$ cat src/rtl/cache_pkg.sv
// Shared types for the cache fill controller.
// State encodings and a constant log2 helper for offset widths.
package cache_pkg;

  typedef enum logic [1:0] {
    IDLE = 2'b00,
    FILL = 2'b01,
    TAG  = 2'b10
  } fill_state_e;

  // Usable in parameter context; n is a power of two here.
  function automatic int log2i(input int n);
    int r;
    r = 0;
    for (int i = 0; i < 31; i++) begin
      if ((1 << i) < n) r = i + 1;
    end
    return r;
  endfunction

endpackage

$ cat src/rtl/cache_fill_ctrl_if.sv
// Miss, memory and array-write signals of the fill controller.
// master = controller side, slave = tag logic / memory side.
interface cache_fill_ctrl_if #(
  parameter int ADDR_W = 16,
  parameter int WOFF_W = 3
);
  logic              miss_detected;
  logic [ADDR_W-1:0] miss_address;
  logic              mem_req_ready;
  logic              memory_data_valid;
  logic              mem_rd_en;
  logic [ADDR_W-1:0] memory_address;
  logic              write_data_array;
  logic [WOFF_W-1:0] data_word_offset;
  logic              write_tag_array;
  logic [ADDR_W-1:0] tag_address;
  logic              fsm_busy;
  logic              fill_err;

  modport master (
    input  miss_detected,
    input  miss_address,
    input  mem_req_ready,
    input  memory_data_valid,
    output mem_rd_en,
    output memory_address,
    output write_data_array,
    output data_word_offset,
    output write_tag_array,
    output tag_address,
    output fsm_busy,
    output fill_err
  );

  modport slave (
    output miss_detected,
    output miss_address,
    output mem_req_ready,
    output memory_data_valid,
    input  mem_rd_en,
    input  memory_address,
    input  write_data_array,
    input  data_word_offset,
    input  write_tag_array,
    input  tag_address,
    input  fsm_busy,
    input  fill_err
  );
endinterface

$ cat src/rtl/dff.sv
// Enabled register with asynchronous active-high reset to zero.
module dff #(
  parameter int WIDTH = 1
) (
  input  logic             i_clk,
  input  logic             i_rst,
  input  logic             i_en,
  input  logic [WIDTH-1:0] i_d,
  output logic [WIDTH-1:0] o_q
);

  always_ff @(posedge i_clk or posedge i_rst) begin
    if (i_rst) begin
      o_q <= '0;
    end else if (i_en) begin
      o_q <= i_d;
    end
  end

endmodule

$ cat src/rtl/fill_counter.sv
// Up-counter with synchronous clear; clear wins over increment.
module fill_counter #(
  parameter int WIDTH = 4
) (
  input  logic             i_clk,
  input  logic             i_rst,
  input  logic             i_clr,
  input  logic             i_inc,
  output logic [WIDTH-1:0] o_cnt
);

  logic             w_en;
  logic [WIDTH-1:0] w_d;

  assign w_en = i_clr | i_inc;
  assign w_d  = i_clr ? '0 : o_cnt + WIDTH'(1);

  dff #(.WIDTH(WIDTH)) u_q (
    .i_clk (i_clk),
    .i_rst (i_rst),
    .i_en  (w_en),
    .i_d   (w_d),
    .o_q   (o_cnt)
  );

endmodule

$ cat src/rtl/cache_fill_ctrl.sv
// Cache-miss block fill: one read per word, per-word data writes,
// then a single tag write. fsm_busy stalls the pipeline.
module cache_fill_ctrl
  import cache_pkg::*;
#(
  parameter int ADDR_W      = 16,
  parameter int BLOCK_WORDS = 8,
  parameter int WORD_BYTES  = 2
) (
  input logic               clk,
  input logic               rst,
  cache_fill_ctrl_if.master bus
);

  localparam int WOFF_W = log2i(BLOCK_WORDS);
  localparam int BOFF_W = log2i(BLOCK_WORDS * WORD_BYTES);
  localparam int BYTE_W = log2i(WORD_BYTES);
  localparam int CNT_W  = WOFF_W + 1;

  localparam logic [ADDR_W-1:0] BLK_MASK =
    ~((ADDR_W'(1) << BOFF_W) - ADDR_W'(1));
  localparam logic [CNT_W-1:0] CNT_FULL = CNT_W'(BLOCK_WORDS);
  localparam logic [CNT_W-1:0] CNT_LAST = CNT_W'(BLOCK_WORDS - 1);

  logic [1:0]        r_state_q;
  fill_state_e       w_state;
  fill_state_e       w_nxt;
  logic [ADDR_W-1:0] r_base;
  logic [ADDR_W-1:0] w_base_d;
  logic [CNT_W-1:0]  r_iss;
  logic [CNT_W-1:0]  r_ret;
  logic              r_err;

  logic w_clr;
  logic w_base_en;
  logic w_iss_inc;
  logic w_ret_inc;
  logic w_err_set;
  logic w_rd_en;
  logic w_wr;
  logic w_tag;
  logic w_fill;

  assign w_state  = fill_state_e'(r_state_q);
  assign w_fill   = (w_state == FILL);
  assign w_base_d = bus.miss_address & BLK_MASK;

  always_comb begin
    w_nxt     = w_state;
    w_clr     = 1'b0;
    w_base_en = 1'b0;
    w_iss_inc = 1'b0;
    w_ret_inc = 1'b0;
    w_err_set = 1'b0;
    w_rd_en   = 1'b0;
    w_wr      = 1'b0;
    w_tag     = 1'b0;
    unique case (1'b1)
      (w_state == IDLE): begin
        if (bus.miss_detected) begin
          w_nxt     = FILL;
          w_clr     = 1'b1;
          w_base_en = 1'b1;
        end
      end
      (w_state == FILL): begin
        w_rd_en   = (r_iss < CNT_FULL);
        w_iss_inc = w_rd_en & bus.mem_req_ready;
        w_wr      = bus.memory_data_valid;
        w_ret_inc = bus.memory_data_valid;
        // A word with no request outstanding is still kept, but flagged.
        w_err_set = bus.memory_data_valid & (r_ret >= r_iss);
        if (bus.memory_data_valid && (r_ret == CNT_LAST)) begin
          w_nxt = TAG;
        end
      end
      (w_state == TAG): begin
        w_tag = 1'b1;
        w_nxt = IDLE;
      end
      default: begin
        w_nxt = IDLE;
      end
    endcase
  end

  dff #(.WIDTH(2)) u_state (
    .i_clk (clk),
    .i_rst (rst),
    .i_en  (1'b1),
    .i_d   (w_nxt),
    .o_q   (r_state_q)
  );

  dff #(.WIDTH(ADDR_W)) u_base (
    .i_clk (clk),
    .i_rst (rst),
    .i_en  (w_base_en),
    .i_d   (w_base_d),
    .o_q   (r_base)
  );

  dff #(.WIDTH(1)) u_err (
    .i_clk (clk),
    .i_rst (rst),
    .i_en  (w_err_set),
    .i_d   (1'b1),
    .o_q   (r_err)
  );

  fill_counter #(.WIDTH(CNT_W)) u_iss (
    .i_clk (clk),
    .i_rst (rst),
    .i_clr (w_clr),
    .i_inc (w_iss_inc),
    .o_cnt (r_iss)
  );

  fill_counter #(.WIDTH(CNT_W)) u_ret (
    .i_clk (clk),
    .i_rst (rst),
    .i_clr (w_clr),
    .i_inc (w_ret_inc),
    .o_cnt (r_ret)
  );

  // OR is an add here: base has its low BOFF_W bits clear.
  assign bus.memory_address   = w_fill ?
    (r_base | (ADDR_W'(r_iss) << BYTE_W)) : '0;
  assign bus.mem_rd_en        = w_rd_en;
  assign bus.write_data_array = w_wr;
  assign bus.data_word_offset = w_fill ? r_ret[WOFF_W-1:0] : '0;
  assign bus.write_tag_array  = w_tag;
  assign bus.tag_address      = w_tag ? r_base : '0;
  assign bus.fsm_busy         = (w_state != IDLE);
  assign bus.fill_err         = r_err;

endmodule

$ cat src/flat_wrapper.sv
// flat-port wrapper written by rule: the top's interface ports become plain ports
module cache_fill_ctrl_flat import cache_pkg::*;
#(
  parameter int ADDR_W      = 16,
  parameter int BLOCK_WORDS = 8,
  parameter int WORD_BYTES  = 2
)
  (clk, rst, bus_miss_detected, bus_miss_address, bus_mem_req_ready, bus_memory_data_valid, bus_mem_rd_en, bus_memory_address, bus_write_data_array, bus_data_word_offset, bus_write_tag_array, bus_tag_address, bus_fsm_busy, bus_fill_err);
  cache_fill_ctrl_if #(.ADDR_W(ADDR_W), .WOFF_W((3))) bus_i ();
  input logic clk;
  input logic rst;
  input wire logic [$bits(bus_i.miss_detected)-1:0] bus_miss_detected;
  input wire logic [$bits(bus_i.miss_address)-1:0] bus_miss_address;
  input wire logic [$bits(bus_i.mem_req_ready)-1:0] bus_mem_req_ready;
  input wire logic [$bits(bus_i.memory_data_valid)-1:0] bus_memory_data_valid;
  output wire logic [$bits(bus_i.mem_rd_en)-1:0] bus_mem_rd_en;
  output wire logic [$bits(bus_i.memory_address)-1:0] bus_memory_address;
  output wire logic [$bits(bus_i.write_data_array)-1:0] bus_write_data_array;
  output wire logic [$bits(bus_i.data_word_offset)-1:0] bus_data_word_offset;
  output wire logic [$bits(bus_i.write_tag_array)-1:0] bus_write_tag_array;
  output wire logic [$bits(bus_i.tag_address)-1:0] bus_tag_address;
  output wire logic [$bits(bus_i.fsm_busy)-1:0] bus_fsm_busy;
  output wire logic [$bits(bus_i.fill_err)-1:0] bus_fill_err;
  assign bus_i.miss_detected = bus_miss_detected;
  assign bus_i.miss_address = bus_miss_address;
  assign bus_i.mem_req_ready = bus_mem_req_ready;
  assign bus_i.memory_data_valid = bus_memory_data_valid;
  assign bus_mem_rd_en = bus_i.mem_rd_en;
  assign bus_memory_address = bus_i.memory_address;
  assign bus_write_data_array = bus_i.write_data_array;
  assign bus_data_word_offset = bus_i.data_word_offset;
  assign bus_write_tag_array = bus_i.write_tag_array;
  assign bus_tag_address = bus_i.tag_address;
  assign bus_fsm_busy = bus_i.fsm_busy;
  assign bus_fill_err = bus_i.fill_err;
  cache_fill_ctrl #(.ADDR_W(ADDR_W), .BLOCK_WORDS(BLOCK_WORDS), .WORD_BYTES(WORD_BYTES)) u_core (.clk(clk), .rst(rst), .bus(bus_i));
endmodule
$ cat config.mk
export PLATFORM = sky130hd
export DESIGN_NAME = cache_fill_ctrl_flat
export DESIGN_NICKNAME = d
export VERILOG_FILES = /design/src/rtl/cache_pkg.sv /design/src/rtl/cache_fill_ctrl_if.sv /design/src/rtl/dff.sv /design/src/rtl/fill_counter.sv /design/src/rtl/cache_fill_ctrl.sv /design/src/flat_wrapper.sv
export SDC_FILE = /design/constraint.sdc
export NUM_CORES = 1
export LEC_CHECK = 0
export BUFFER_PORTS_ARGS = -buffer_cell sky130_fd_sc_hd__clkbuf_2
export CAP_MARGIN = 25
export CORE_ASPECT_RATIO = 0.9
export CORE_MARGIN = 2
export CORE_UTILIZATION = 41
export DETAILED_ROUTE_END_ITERATION = 12
export GPL_ROUTABILITY_DRIVEN = 0
export PLACE_DENSITY = 0.73
export SYNTH_ARGS = -nofsm -noshare
export SYNTH_HDL_FRONTEND = slang
export SYNTH_SLANG_ARGS = --single-unit
$ cat constraint.sdc
create_clock -name clk -period 1.4 [get_ports clk]
set_input_delay 0.07 -clock clk [delete_from_list [all_inputs] [get_ports clk]]
set_output_delay 0.07 -clock clk [all_outputs]
set_load 0.05 [all_outputs]
==> qor.csv, run 1 <==
stage;metric;value;unit
critical_path;worstPathRequired;1.33;ns
detailed_routing;drtIter0Drc;53;
timing;slew_viol_final;0;
pwr;leakagePower;1.23;nW
cells_and_area;nFillCells;148;
timing;setup_slack;-0.248;ns
timing;fin_skew;0.0135;ns
critical_path;crit_fanout;6;
logic_synthesis;synth_area_leaders;dfrtp_1 (44%), and2_1 (13%), mux2_2 (10%), ha_1 (5.8%), buf_4 (4.0%);
cells_and_area;n_antenna_cell;0;
logic_synthesis;yosysWarningCount;0;
pwr;p_total;0.00670;W
floorplan;die_w;63.4;um
timing;rsz0062_at_grt;true;
logic_synthesis;ys_ff_latch;23;
logic_synthesis;synth_area;1300;um2
place;port_buffers;51;
floorplan;die_area;3640;um2
logic_synthesis;synth_largest_area_cell;dfrtp_1;
global_routing;first_global_vias;1397;
timing;fin_tns_setup;-6.64;ns
status;status;finished, violations left;
floorplan;initial_core_util;0.428;
cts;cts-root-buf;clkbuf_4;
cts;cts_tree;yes;
detailed_routing;route.detailed.drc;0;
timing;final_hold_viol_count;0;
detailed_routing;wl_per_cell;19.3;um
cts;h-tree-depth;1;
global_routing;grtUsageTotal;0.271;
logic_synthesis;synth_top_area_frac;0.442;
logic_synthesis;synth_edf_count;0;
cells_and_area;drive_above_1_share;0.627;
detailed_routing;final_antenna_net_count;0;
floorplan;ioPinCount;61;
floorplan;dieHeight;57.4;um
critical_path;setup.worst_path.class;reg2out;
hold_path;worst_hold_path_type;in2reg;
logic_synthesis;async_reset_ff_frac;1.00;
logic_synthesis;ys_types;32;
global_routing;grt_max_degree;24;
cts;numCtsBuffers;3;
logic_synthesis;synth_cells;124;
critical_path;startpoint_type;flip-flop;
timing;fin_crit;1.65;ns
cts;clkTransAtPathRegs;0.14;ns
global_routing;grt_pass1_wl;7270;um
logic_synthesis;avgSynthCellArea;10.5;um2
critical_path;cp.arrival;1.58;ns
status;violations;negative setup slack;
place;dpl.hpwl;2190;um
cts;clockBufferDepth;2;
logic_synthesis;synthTopCellsByCount;and2_1 (26), dfrtp_1 (23), mux2_2 (12), nor2_1 (11), buf_4 (7);
timing;min_period_over_period;1.18;
pwr;p_per_area;2540;nW/um2
floorplan;core-area;3040;um2
cells_and_area;register_area;579;um2
cells_and_area;final_area;2630;um2
detailed_routing;wirelength;4850;um
pwr;peakVddDrop;2060;uV
cells_and_area;syn2layout_area_growth;102;%
detailed_routing;drtPass1Iterations;4;
cts;cts.sinks;23;
global_routing;grt-ovfl-total;0;
timing;holdWs;0.0221;ns
cts;clk_latency;0.33;ns
logic_synthesis;synth_ff_type;dfrtp_1;
logic_synthesis;seq_area_frac_synth;0.442;
critical_path;regToRegSetupSlack;-0.13;ns
floorplan;num_rows;19;
critical_path;worstSetupEndpointType;primary output;
timing;setup_violations;45;
global_routing;antenna_found_initial;0;
job;drv_cap;0;
place;placed_cell_area;1650;um2
detailed_routing;num_vias;1296;
cells_and_area;nets;237;
cells_and_area;multi_input_area;792;um2
timing;fmax;607;MHz
detailed_routing;viasPerCell;5.16;
logic_synthesis;synth.most_common_cell;and2_1;
==> where the power goes <==
group	internal, W	leakage [nW]	switching [W]
combinational	0.00256	0.945	0.00254
sequential	0.000967	0.273	0.000294
clock	0.000112	0.0150	0.000223
total	0.00364	1.23	0.00305
==> final timing paths <==
path                                       start                       to  cells past startpoint
max in group asynchronous                    rst  u_core.u_iss.u_q.o_q[3]                      4
min in group asynchronous                    rst    u_core.u_state.o_q[0]                      4
setup reg to reg           u_core.u_state.o_q[1]     u_core.u_base.o_q[5]                      4
setup / recovery           u_core.u_state.o_q[1]    bus_memory_address[6]                      4
hold reg to reg                 u_core.u_err.o_q         u_core.u_err.o_q                      1
hold / removal             bus_memory_data_valid  u_core.u_ret.u_q.o_q[1]                      3
==> cell type report <==
| class | instances | area share |
|---|---|---|
| repair buffers | 85 | 0.440 |
| clock buffers | 4 | 0.00999 |
| well taps | 42 | 0.0200 |
| multi-input cells | 91 | 0.301 |
| inverters | 6 | 0.00856 |
| flip-flops and latches | 23 | 0.220 |
==> registers in the layout, indices dropped and copies added, names as in the netlist <==
| signal | cells |
|---|---|
| u_core.u_err.o_q | 1 |
| u_core.u_iss.u_q.o_q | 4 |
| u_core.u_base.o_q | 12 |
| u_core.u_ret.u_q.o_q | 4 |
| u_core.u_state.o_q | 2 |
==> repair_timing <==
action,in CTS,in global routing
setup buffers,3,8
hold buffers,13,0
endpoints found under the hold margin,35,0
pin swaps,15,4
gates cloned,2,0
resized for setup,133,21
endpoints found under the setup margin,34,50
==> placed cells by master, fill, tap and decap left out, types with 6 or more instances in the layout <==
cell type       n
buf_8           6
dlygate4sd3_1  13
nor2_1          6
inv_1           6
mux2_2         12
clkbuf_16      25
clkbuf_2       17
buf_4          14
and2_4         26
dfrtp_1        20
ha_1            6
==> critical path: stages, from the launching register on <==
cell and delay (ns):
dfrtp_2 0.49, and2b_2 0.31, buf_6 0.14, and2_4 0.15, clkbuf_16 0.16
==> cell families (layout without fill, tap and decap cells) <==
logic type                 after synthesis  after routing  synth area share
AOI/OAI and AO/OA                       11             11            0.0558
xor gates and xnor gates                 3              3            0.0202
adders and majority gates                6              6            0.0577
buffers and inverters                   15             95            0.0644
DFF                                     23             23             0.442
muxes                                   13             13             0.112
other                                    1              5           0.00288
and+or+nand+nor                         52             53             0.245
==> stage by stage <==
stage	utilization	cells	worst slack [ns]
2_1_floorplan	-	128	0.00872
3_3_place_gp	0.543	221	0.00679
3_5_place_dp	0.543	221	-0.0185
4_1_cts	0.825	243	-0.155
5_1_grt	0.865	251	-0.285
6_report	0.865	251	-0.248
==> per-layer routing <==
layer  track usage  part of all wire
met2         0.480              0.51
met1         0.304              0.37
met5             0                 0
met4         0.109             0.034
met3        0.0868             0.082
Note: power is estimated with default switching activity, not from simulation.
==> inputs of run 2 (changes only) <==
==> constraint.sdc (replaced) <==
create_clock -name clk -period 1.4 [get_ports clk]
set_input_delay 0.14 -clock clk [delete_from_list [all_inputs] [get_ports clk]]
set_output_delay 0.14 -clock clk [all_outputs]
set_load 0.05 [all_outputs]
==> run 2 against run 1 <==
The run still ends with negative setup slack left; worst setup slack got worse by 0.030 ns; worst hold slack improved by 0.024 ns; global-route usage fell by 2.0 points; clock skew fell by 0.0049 ns; critical path depth did not move; cell area fell by 2.2%; critical path type unchanged; critical endpoint is now bus_tag_address[12]; largest cell class unchanged; largest power group unchanged.
==> qor.csv, run 2 (synthesized netlist as in run 1, its figures left out) <==
stage;metric;value;unit
status;status;finished, violations left;
status;violations;negative setup slack;
cells_and_area;syn2layout_area_growth;97.8;%
cts;clkTransAtPathRegs;0.14;ns
critical_path;worstSetupEndpointType;primary output;
critical_path;cpPeakStageDelay;0.45;ns
place;post-place-ws;0.00579;ns
detailed_routing;wirelength;4580;um
critical_path;crit_chain;and2b_4 -> buf_16 -> and2_4 -> clkbuf_16;
floorplan;core-area;3040;um2
cells_and_area;drive_above_1_share;0.676;
critical_path;r2r_start;u_core.u_state.o_q[0];
pwr;p_seq_frac;0.194;
timing;fin_crit;1.68;ns
critical_path;startpoint_type;flip-flop;
global_routing;antenna_found_initial;0;
detailed_routing;route.detailed.drc;0;
place;place_inst;224;
timing;fin_skew;0.00861;ns
timing;rsz0062_at_grt;true;
detailed_routing;wl_per_cell;18.6;um
place;dpl.hpwl;2180;um
cells_and_area;nFillCells;161;
cts;cts-root-buf;clkbuf_4;
cts;clk_latency;0.32;ns
cells_and_area;regMostFlops;u_core.u_base.o_q;
timing;holdWs;0.0463;ns
cts;cts.sinks;23;
global_routing;grt_pass1_wl;7030;um
cts;clockBufferDepth;2;
floorplan;die_w;63.4;um
place;port_buffers;51;
critical_path;crit_end;bus_tag_address[12];
job;drv_cap;0;
critical_path;cp.arrival;1.54;ns
critical_path;worst_r2r_path_depth;5;
critical_path;r2r-end;u_core.u_base.o_q[12];
critical_path;regToRegSetupSlack;-0.23;ns
global_routing;first_global_vias;1395;
timing;min_period_over_period;1.20;
cells_and_area;nets;232;
critical_path;setup.worst_path.class;reg2out;
pwr;peakVddDrop;1620;uV
cells_and_area;instances_no_fill;246;
cells_and_area;fin_util;0.846;
global_routing;grtUsageTotal;0.251;
detailed_routing;viasPerCell;5.12;
critical_path;startpoint;u_core.u_state.o_q[0];
global_routing;grt-ovfl-total;0;
detailed_routing;num_vias;1259;
critical_path;slowest_stage;dfrtp_1;
timing;setup_slack;-0.278;ns
timing;final_hold_viol_count;0;
cells_and_area;layout_common_cells;and2_4 (25), dfrtp_1 (21), clkbuf_2 (17), clkbuf_16 (17), buf_4 (17);
pwr;clockPowerShare;0.050;
pwr;p_per_area;2510;nW/um2
cts;h-tree-depth;1;
pwr;p_int;0.00345;W
floorplan;dieHeight;57.4;um
cts;cts_tree;yes;
pwr;p_sw_frac;0.466;
cells_and_area;multi_input_area;823;um2
cells_and_area;layout_commonest_cell;and2_4;
timing;setup_violations;53;
floorplan;ioPinCount;61;
pwr;combPwrFrac;0.755;
pwr;leakagePower;1.22;nW
detailed_routing;final_antenna_net_count;0;
detailed_routing;drtPass1Iterations;4;
floorplan;die_area;3640;um2
cts;numCtsBuffers;3;
timing;fmax;596;MHz
global_routing;grt_max_degree;24;
hold_path;worst_hold_path_type;in2reg;
timing;fin_tns_setup;-10.13;ns
detailed_routing;drtIter0Drc;54;
timing;slew_viol_final;0;
cells_and_area;largest_register_ff_count;12;
cells_and_area;n_antenna_cell;0;
cells_and_area;reg_top3;u_core.u_base.o_q: 12 flops, u_core.u_iss.u_q.o_q: 4 flops, u_core.u_ret.u_q.o_q: 4 flops;
cells_and_area;register_area;578;um2
pwr;p_sw;0.00302;W
critical_path;crit_fanout;5;
floorplan;num_rows;19;
floorplan;initial_core_util;0.428;
critical_path;worstPathRequired;1.26;ns
==> run 2: cell count changes in the layout (fill, tap and decap cells not counted), moves of 2 or more <==
cell	previous run	this run
dlygate4sd3_1	13	1
buf_8	6	16
mux2_2	12	3
mux2_4	0	9
clkbuf_16	25	17
buf_6	5	10
buf_4	14	17
clkbuf_8	3	0
inv_1	6	4
==> run 2: stage by stage <==
step / power (W) / cell area, um2
after floorplan: 0.00352 / 1350
after global placement: 0.00417 / 1690
after detailed placement: 0.00426 / 1690
after CTS: 0.00576 / 2420
after global routing: 0.00674 / 2570
final: 0.00647 / 2570
==> run 2: how the worst min path moves through the flow <==
stage                         start                    end  depth (start not counted)
2_1_floorplan                   rst  u_core.u_base.o_q[10]                          1
3_3_place_gp                    rst   u_core.u_base.o_q[7]                          3
3_5_place_dp                    rst  u_core.u_base.o_q[13]                          3
4_1_cts        bus_miss_address[14]  u_core.u_base.o_q[14]                          2
5_1_grt        bus_miss_address[13]  u_core.u_base.o_q[13]                          2
6_report       bus_miss_address[10]  u_core.u_base.o_q[10]                          2
==> run 2: area by class of cell <==
cell class | count | share of cell area
timing repair buffer | 81 | 0.415
multi-input combinational | 90 | 0.320
sequential | 23 | 0.225
tap | 42 | 0.0204
clock buffer | 4 | 0.0102
inverter | 6 | 0.00972
==> run 2: power groups by stage <==
stage	registers (W)	logic (W)	clock network (W)
3_3_place_gp	0.00116	0.00300	0
5_1_grt	0.00128	0.00511	0.000357
3_5_place_dp	0.00119	0.00308	0
2_1_floorplan	0.00115	0.00237	0
6_report	0.00126	0.00489	0.000326
4_1_cts	0.00119	0.00425	0.000315
==> run 2: timing repair <==
item / CTS / global route
resized for setup: 127 / 45
setup buffers: 8 / 6
setup endpoints to repair: 35 / 55
hold buffers: 1 / 0
hold endpoints to repair: 23 / 0
cloned: 2 / 1
pin swaps: 9 / 3
==> run 2: worst max-delay path, delay by kind of cell (launching register included) <==
kind | cells | cell delay [ns]
buffers and inverters | 2 | 0.28
flip-flops | 1 | 0.45
AND/OR/NAND/NOR | 2 | 0.49
==> run 2: layer usage <==
metal	share of wire	up-vias	global-route usage
met4	0.027	0	0.0590
met5	0	-	0
li1	-	565	-
met1	0.41	622	0.305
met2	0.51	56	0.465
met3	0.050	16	0.0434
